==> src/rtl/cpu_pkg.sv <==
// Shared RV64 core definitions: machine widths, canonical NOP, base opcodes and
// the fetch-buffer entry layout used between fetch and decode.
package cpu_pkg;

    localparam int XLEN = 64;
    localparam int ILEN = 32;

    localparam logic [ILEN-1:0] NOP_INST = 32'h0000_0013;  // addi x0, x0, 0

    localparam logic [6:0] OPC_BRANCH = 7'b1100011;
    localparam logic [6:0] OPC_JAL    = 7'b1101111;
    localparam logic [6:0] OPC_JALR   = 7'b1100111;
    localparam logic [6:0] OPC_LOAD   = 7'b0000011;
    localparam logic [6:0] OPC_STORE  = 7'b0100011;
    localparam logic [6:0] OPC_OP     = 7'b0110011;
    localparam logic [6:0] OPC_OP_IMM = 7'b0010011;
    localparam logic [6:0] OPC_LUI    = 7'b0110111;
    localparam logic [6:0] OPC_AUIPC  = 7'b0010111;

    typedef struct packed {
        logic [XLEN-1:0] pc;
        logic [ILEN-1:0] inst;
    } fetch_entry_t;

    function automatic logic [XLEN-1:0] word_align(input logic [XLEN-1:0] addr);
        return {addr[XLEN-1:2], 2'b00};
    endfunction

endpackage

==> src/rtl/fetch_fifo.sv <==
// Fetch buffer: {pc, inst} FIFO plus a queue of issued-but-unanswered fetch PCs
// that tags each returning instruction word with the address it was fetched from.
module fetch_fifo
    import cpu_pkg::*;
#(
    parameter int DEPTH = 2,
    localparam int CW   = $clog2(DEPTH + 1),
    localparam int PW   = (DEPTH > 1) ? $clog2(DEPTH) : 1
) (
    input  logic            clk,
    input  logic            rst,
    input  logic            i_flush,
    input  logic            i_issue,
    input  logic [XLEN-1:0] i_issue_pc,
    input  logic            i_push,
    input  logic [ILEN-1:0] i_push_inst,
    input  logic            i_pop,
    output fetch_entry_t    o_head,
    output logic [CW-1:0]   o_count,
    output logic            o_full,
    output logic            o_empty
);

    fetch_entry_t    r_data [DEPTH];
    logic [XLEN-1:0] r_pcq  [DEPTH];
    logic [PW-1:0]   r_rd;
    logic [PW-1:0]   r_wr;
    logic [PW-1:0]   r_pq_rd;
    logic [PW-1:0]   r_pq_wr;
    logic [CW-1:0]   r_count;

    function automatic logic [PW-1:0] ptr_inc(input logic [PW-1:0] p);
        return (p == PW'(DEPTH - 1)) ? '0 : p + 1'b1;
    endfunction

    always_ff @(posedge clk) begin
        if (rst || i_flush) begin
            r_rd    <= '0;
            r_wr    <= '0;
            r_pq_rd <= '0;
            r_pq_wr <= '0;
            r_count <= '0;
        end else begin
            if (i_issue) r_pq_wr <= ptr_inc(r_pq_wr);
            if (i_push) begin
                r_wr    <= ptr_inc(r_wr);
                r_pq_rd <= ptr_inc(r_pq_rd);
            end
            if (i_pop) r_rd <= ptr_inc(r_rd);
            r_count <= r_count + CW'(i_push) - CW'(i_pop);
        end
    end

    // Storage carries no reset; only the pointers decide what is valid.
    always_ff @(posedge clk) begin
        if (!rst && !i_flush) begin
            if (i_issue) r_pcq[r_pq_wr] <= i_issue_pc;
            if (i_push)  r_data[r_wr]   <= '{pc: r_pcq[r_pq_rd], inst: i_push_inst};
        end
    end

    assign o_head  = r_data[r_rd];
    assign o_count = r_count;
    assign o_full  = (r_count == CW'(DEPTH));
    assign o_empty = (r_count == '0);

endmodule

==> src/rtl/fetch_unit.sv <==
// RV64 instruction-fetch stage: PC generation, in-order imem requests, fetch
// buffering and wrong-path squashing on execute-stage redirects.
module fetch_unit
    import cpu_pkg::*;
#(
    parameter logic [XLEN-1:0] RESET_PC = 64'h0,
    parameter int              DEPTH    = 2
) (
    input  logic            clk,
    input  logic            rst,
    output logic            imem_req_valid,
    input  logic            imem_req_ready,
    output logic [XLEN-1:0] imem_req_addr,
    input  logic            imem_rsp_valid,
    input  logic [ILEN-1:0] imem_rsp_data,
    input  logic            redirect_valid,
    input  logic [XLEN-1:0] redirect_pc,
    input  logic            stall,
    output logic [ILEN-1:0] inst,
    output logic [XLEN-1:0] pc,
    output logic            inst_valid
);

    localparam int CW = $clog2(DEPTH + 1);
    // Wrong-path words can pile up across back-to-back redirects, so the
    // drop counter needs headroom beyond DEPTH.
    localparam int DW = $clog2(2 * DEPTH + 1);

    logic [XLEN-1:0] r_fetch_pc;
    logic [CW-1:0]   r_outstanding;
    logic [DW-1:0]   r_drop_cnt;

    fetch_entry_t    w_head;
    logic [CW-1:0]   w_count;
    logic            w_full;
    logic            w_empty;
    logic [CW:0]     w_inflight;
    logic            w_issue;
    logic            w_drop;
    logic            w_keep;
    logic            w_push;
    logic            w_pop;

    assign w_inflight     = {1'b0, r_outstanding} + {1'b0, w_count};
    assign imem_req_valid = !rst && (w_inflight < (CW+1)'(DEPTH)) && !redirect_valid;
    assign imem_req_addr  = r_fetch_pc;

    assign w_issue = imem_req_valid && imem_req_ready;
    assign w_drop  = imem_rsp_valid && (r_drop_cnt != '0);
    assign w_keep  = imem_rsp_valid && !w_drop;
    assign w_push  = w_keep && !w_full;
    assign w_pop   = inst_valid && !stall;

    always_ff @(posedge clk) begin
        if (rst) begin
            r_fetch_pc    <= RESET_PC;
            r_outstanding <= '0;
            r_drop_cnt    <= '0;
        end else if (redirect_valid) begin
            // Every word still in flight after this cycle belongs to the old path.
            r_fetch_pc    <= word_align(redirect_pc);
            r_outstanding <= '0;
            r_drop_cnt    <= DW'(r_outstanding) + r_drop_cnt - DW'(imem_rsp_valid);
        end else begin
            if (w_issue) r_fetch_pc <= r_fetch_pc + 64'd4;
            r_outstanding <= r_outstanding + CW'(w_issue) - CW'(w_keep);
            r_drop_cnt    <= r_drop_cnt - DW'(w_drop);
        end
    end

    fetch_fifo #(.DEPTH(DEPTH)) u_fifo (
        .clk         (clk),
        .rst         (rst),
        .i_flush     (redirect_valid),
        .i_issue     (w_issue),
        .i_issue_pc  (r_fetch_pc),
        .i_push      (w_push),
        .i_push_inst (imem_rsp_data),
        .i_pop       (w_pop),
        .o_head      (w_head),
        .o_count     (w_count),
        .o_full      (w_full),
        .o_empty     (w_empty)
    );

    assign inst_valid = !w_empty;
    assign inst       = inst_valid ? w_head.inst : NOP_INST;
    assign pc         = inst_valid ? w_head.pc   : '0;

endmodule

==> config.mk <==
export PLATFORM = sky130hd
export DESIGN_NAME = fetch_unit
export DESIGN_NICKNAME = d
export VERILOG_FILES = /design/src/rtl/cpu_pkg.sv /design/src/rtl/fetch_fifo.sv /design/src/rtl/fetch_unit.sv
export SDC_FILE = /design/constraint.sdc
export NUM_CORES = 1
export LEC_CHECK = 0
export CAP_MARGIN = 10
export CELL_PAD_IN_SITES_DETAIL_PLACEMENT = 1
export CELL_PAD_IN_SITES_GLOBAL_PLACEMENT = 1
export CORE_UTILIZATION = 35
export DETAILED_ROUTE_END_ITERATION = 10
export PLACE_DENSITY_LB_ADDON = 0.05
export SETUP_SLACK_MARGIN = 0.05
export SYNTH_ARGS = -nofsm -noshare
export SYNTH_HDL_FRONTEND = slang
export SYNTH_HIERARCHICAL = 1
export SYNTH_SLANG_ARGS = --single-unit
==> constraint.sdc <==
create_clock -name clk -period 11.9 [get_ports clk]
set_input_delay 2.38 -clock clk [delete_from_list [all_inputs] [get_ports clk]]
set_output_delay 2.38 -clock clk [all_outputs]
set_load 0.01 [all_outputs]
# After elaboration in Yosys (flattened, before gate mapping)
# Memory sizes are Yosys's and may differ from the RTL's. A register that Yosys moved wholly into a read port is not among the register bits.
# Index checks and enable logic that the tools add are counted.
# classes
eq_ne	1
n_lt_le_gt_ge	1
addsub	13
reduce_logical	19
muxes	19
# op_table
operator	count
two-way mux 64 bit	3
adder 64 x 3 -> 64 bit, second input constant	1
two-way mux 32 bit	1
two-way mux 1 bit	14
logical AND 1 bit	8
logical NOT 1 bit	6
subtractor 3 x 1 -> 3 bit	2
adder 1 bit, second input constant	4
adder 2 x 1 -> 2 bit	2
subtractor 2 x 1 -> 2 bit	2
adder 2 x 2 -> 3 bit	1
adder 2 x 3 -> 3 bit	1
less-than comparator 3 x 2 -> 1 bit, second input constant	1
two-way mux 3 bit	1
nonzero test 3 bit	1
equality test 2 bit, second input constant	1
logical NOT 2 bit	1
nonzero test 2 bit	1
OR reduction 2 bit	1
logical OR 1 bit	1
# word_totals
regBits	75
wordCells	64
mem_count	2
ram_bits	320
input_bits	102
out_inout_bits	162
# mem_list
name	depth	word_bits	rd	rd_clocked_by_memory_dff	wr	line	source
u_fifo.r_data	2	96	1	1	1	fetch_fifo.sv:24	fetch_entry_t r_data [DEPTH];
u_fifo.r_pcq	2	64	1	1	1	fetch_fifo.sv:25	logic [XLEN-1:0] r_pcq [DEPTH];

# Logic depth before layout (Yosys ltp)
# depth
ltp_word	8
depth_mapped	11
mapped_depth_nobuf	10

# Cells and area by module
# The synthesis kept the hierarchy.
# by_module_without_submodules
mod	cells_each	seq_area_each_um2	n_inst	area_each_um2
fetch_fifo	532	9769.4	1	12077.8
fetch_unit	666	1341.3	1	4961.0

# Least setup slack after synthesis
# OpenSTA, ideal clock, no wires.
# synth_path
path_kind	in2reg
from	input port imem_rsp_valid
to	memory u_fifo/r_data[0][0] (netlist bit) (enable)
setup_ps	687
setup_slack_ps	1393
path_buffers	0
t_required_ps	11213
arrival_time_ps	9819
path_stages	3
path_cell_list	and2_1 > nor2b_1 > nor3b_1
# synth_between
elab_chain_len	7
# synth_rtl
element	line	source
from (decl)	fetch_unit.sv:14	input logic imem_rsp_valid,
logical AND 1 bit	fetch_unit.sv:49	assign w_drop = imem_rsp_valid && (r_drop_cnt != '0);
logical NOT 1 bit	fetch_unit.sv:50	assign w_keep = imem_rsp_valid && !w_drop;
logical AND 1 bit *	fetch_unit.sv:50	
logical AND 1 bit *	fetch_unit.sv:51	assign w_push = w_keep && !w_full;
via w_push	fetch_unit.sv:41	logic w_push;
two-way mux 1 bit *	fetch_fifo.sv:58	if (i_push) r_data[r_wr] <= '{pc: r_pcq[r_pq_rd], inst: i_push_inst};
two-way mux 1 bit *	fetch_fifo.sv:56	if (!rst && !i_flush) begin
two-way mux 1 bit (not written as such) *	fetch_fifo.sv:58	
to (decl)	fetch_fifo.sv:24	
# The timed path passes the listed nets; every way through them passes the cells marked *.

# Final worst setup path
# layout_path
from	input port redirect_valid
to	output port imem_req_valid
# layout_between
elab_chain_len	2
# layout_rtl
element	line	source
from (decl)	fetch_unit.sv:16	input logic redirect_valid,
logical NOT 1 bit	fetch_unit.sv:45	assign imem_req_valid = !rst && (w_inflight < (CW+1)'(DEPTH)) && !redirect_valid;
logical AND 1 bit	fetch_unit.sv:45	
to (decl)	fetch_unit.sv:11	output logic imem_req_valid,
# Every way passes these cells.

==> run metrics <==
status complete, no violations; slowest stage cell, crit path clkdlybuf4s50_1; crit path time final 6.13 ns; Yosys reg bits between 300 and 400; layout cells sized above 1 0.186; routed wl met3 between 1500 and 2000 microns; delay-heaviest family, CP buffers and inverters; FF-to-FF Start u_fifo/o_count[0]; fin worst setup slack 5.77 ns; Avg WL per Cell 23.2 microns; Final Setup Violations 0; total power 3520 uW; 1st-pass router iterations 4; Req. time, crit path between 9 and 10 ns; Buf/Inv on CP 2; Max FO, Critical Path 3; io pins 264; Syn Area/Cell 14.2 sq um; synth top area cells edfxtp_1 56%, dfxtp_1 8.8%, mux2_2 8.1%, nor2b_1 3.6%, mux2_4 3.5%; fin area 0.0217 sq mm; most frequent cell after synthesis edfxtp_1; critical path class input pin to output pin; first-pass GRT wire length 73600 microns; Synth Cell Area about 0.017 sq mm; maximum vdd drop around 0.11 mV; routed vias/inst slightly above 5; CTS max path bufs 3; gr ovfl total 0; Syn Inst Count between 1000 and 1500; die area between 0.04 and 0.05 sq mm; Final period util 0.515; Crit path largest cell delay ~0.6 ns; Total Nets Final about 1600; pwr/cell area approximately 160 mW/mm^2; Post-CTS Setup Inserts 0; area leader, netlist edfxtp_1; Detail Route Antenna Nets 0; Clock transition at path regs roughly 0.06 ns; CP cell instances buf_2 > or2_2 > nor3_1 > clkdlybuf4s50_1; Storage cell area approximately 0.011 sq mm; # clock sinks 395; largest net degree at the start of global routing ~80; initial antenna violation count 2; drt drc 0; CP Data Arrival Time approximately 3.8 ns; final wirelength a little under 50000 microns; hold path start u_fifo/r_pq_rd; slew margin rel. 0.277; Max Transition Viols Final 0; Setup crit end kind output pin; Iteration-0 DRC Markers 459; Total GRT Usage 0.199; Placer Congestion 0.796; CTS H-tree depth 2; area of the multi-input gates ~0.0055 sq mm; HP Class flip-flop to flip-flop; die span in y roughly 220 microns; DR top layer met5; fillcell total about 4900; Final Hold Slack 0.516 ns; vias in the first global route 11500; CTS tree yes; Post-DP HPWL between 30000 and 40000 microns; CTS buffer count 46; vias 10900; Post-synth EDFFs between 300 and 400; P_leak between 0.007 and 0.008 uW; Layout area overhead 27.6%; placed cell areas just over 0.02 sq mm; Critical Path Source Type input pin; Synth async-reset ratio 0; synth unique cells 65; Yosys Warn Count 6; Seq/Total Area, Yosys 0.652; met2 WL ~24000 microns; Final Hold Viols 0; Worst-Margin Slew about 1.1 ns; Synth top area share 0.564; # hold bufs at CTS 0; worst skew pair latency approximately 0.57 ns; Buffers on Ports between 200 and 300; crit path launch redirect_valid; DIE WIDTH 223 microns; max_cap viols 0; Initial Utilization 0.356; M1 WL around 22000 microns; RSZ-0062 raised after global routing no; Placeable Area 0.0478 sq mm; post-CTS sizing 0; Peak Freq 163 MHz; DP Worst Slack 5.73 ns; clk root buf clkbuf_16; # rows 80; Fin Clk Skew between 0.01 and 0.015 ns; setup_tns 0 ns; top post-synthesis cells by count 320 x edfxtp_1, 123 x mux2_2, 97 x nor2b_1; Post-synth top flop edfxtp_1
[tightest hold or removal path: stages, from the launching register on]
cell and delay, ns:
dfxtp_1 0.33, xnor2_1 0.08, nor2_1 0.07
[power by group]
part | switching [uW] | internal (uW) | leakage, uW
registers | 68.5 | 1560 | 0.00353
logic | 238 | 258 | 0.00282
clock network | 559 | 835 | 0.000733
[placed cells by master (no fill, tap or decap), types with 12 or more instances in the layout]
cell type	synthesis	final
clkbuf_1	36	18
edfxtp_1	320	320
mux2_4	40	40
clkdlybuf4s50_1	0	257
nor4_1	19	19
clkbuf_16	0	47
dfxtp_1	75	73
buf_4	8	20
nor3_1	18	18
a21oi_1	20	20
nor2b_1	97	97
nand2_1	63	63
nor2_1	60	59
mux2_2	123	123
xnor2_1	23	23
and4_1	13	13
or4_1	14	14
inv_1	23	23
a211oi_1	19	19
o21ai_0	12	12
nand3_1	32	32
nand4_1	37	37
[registers in the layout (all words and copies together), names as in the netlist, named ones only]
| register | flops |
|---|---|
| u_fifo/o_count | 2 |
| u_fifo/r_pcq | 128 |
| u_fifo/r_pq_wr | 1 |
| imem_req_addr | 62 |
| u_fifo/r_data | 192 |
| r_outstanding | 2 |
| u_fifo/r_pq_rd | 1 |
| r_drop_cnt | 3 |
| u_fifo/r_wr | 1 |
| u_fifo/r_rd | 1 |
[through the flow]
step           instances   util
3_5_place_dp        2037  0.423
3_3_place_gp        2037  0.423
6_report            2124  0.455
5_1_grt             2123  0.454
2_1_floorplan       1203      -
4_1_cts             2123  0.454
[layer usage]
layer	vias up	GRT usage
li1	5086	-
met3	59	0.0349
met1	5554	0.264
met2	221	0.332
met5	-	0
met4	2	0.0592
[worst paths after layout]
check	slack (ns)	endpoint	cells past startpoint
setup / recovery	5.77	imem_req_valid	4
hold / removal	0.52	flip-flop	2
setup reg to reg	8.39	imem_req_addr[62]	7
hold reg to reg	0.52	flip-flop	2
[cell type report]
type / instances / area share
diodes: 1 / 0.000115
clock buffers: 71 / 0.0610
clock inverters: 15 / 0.00777
inverters: 25 / 0.00431
multi-input cells: 723 / 0.255
flip-flops and latches: 395 / 0.511
well taps: 615 / 0.0354
repair buffers: 279 / 0.126
[kinds of logic after synthesis]
family | synth area share
and+or+nand+nor | 0.135
DFF | 0.652
muxes | 0.119
AOI/OAI and AO/OA | 0.0397
buffers and inverters | 0.0260
xor gates and xnor gates | 0.0188
adders and majority gates | 0.00969
other | 0.000220
Note: power is estimated with default switching activity, not from simulation.
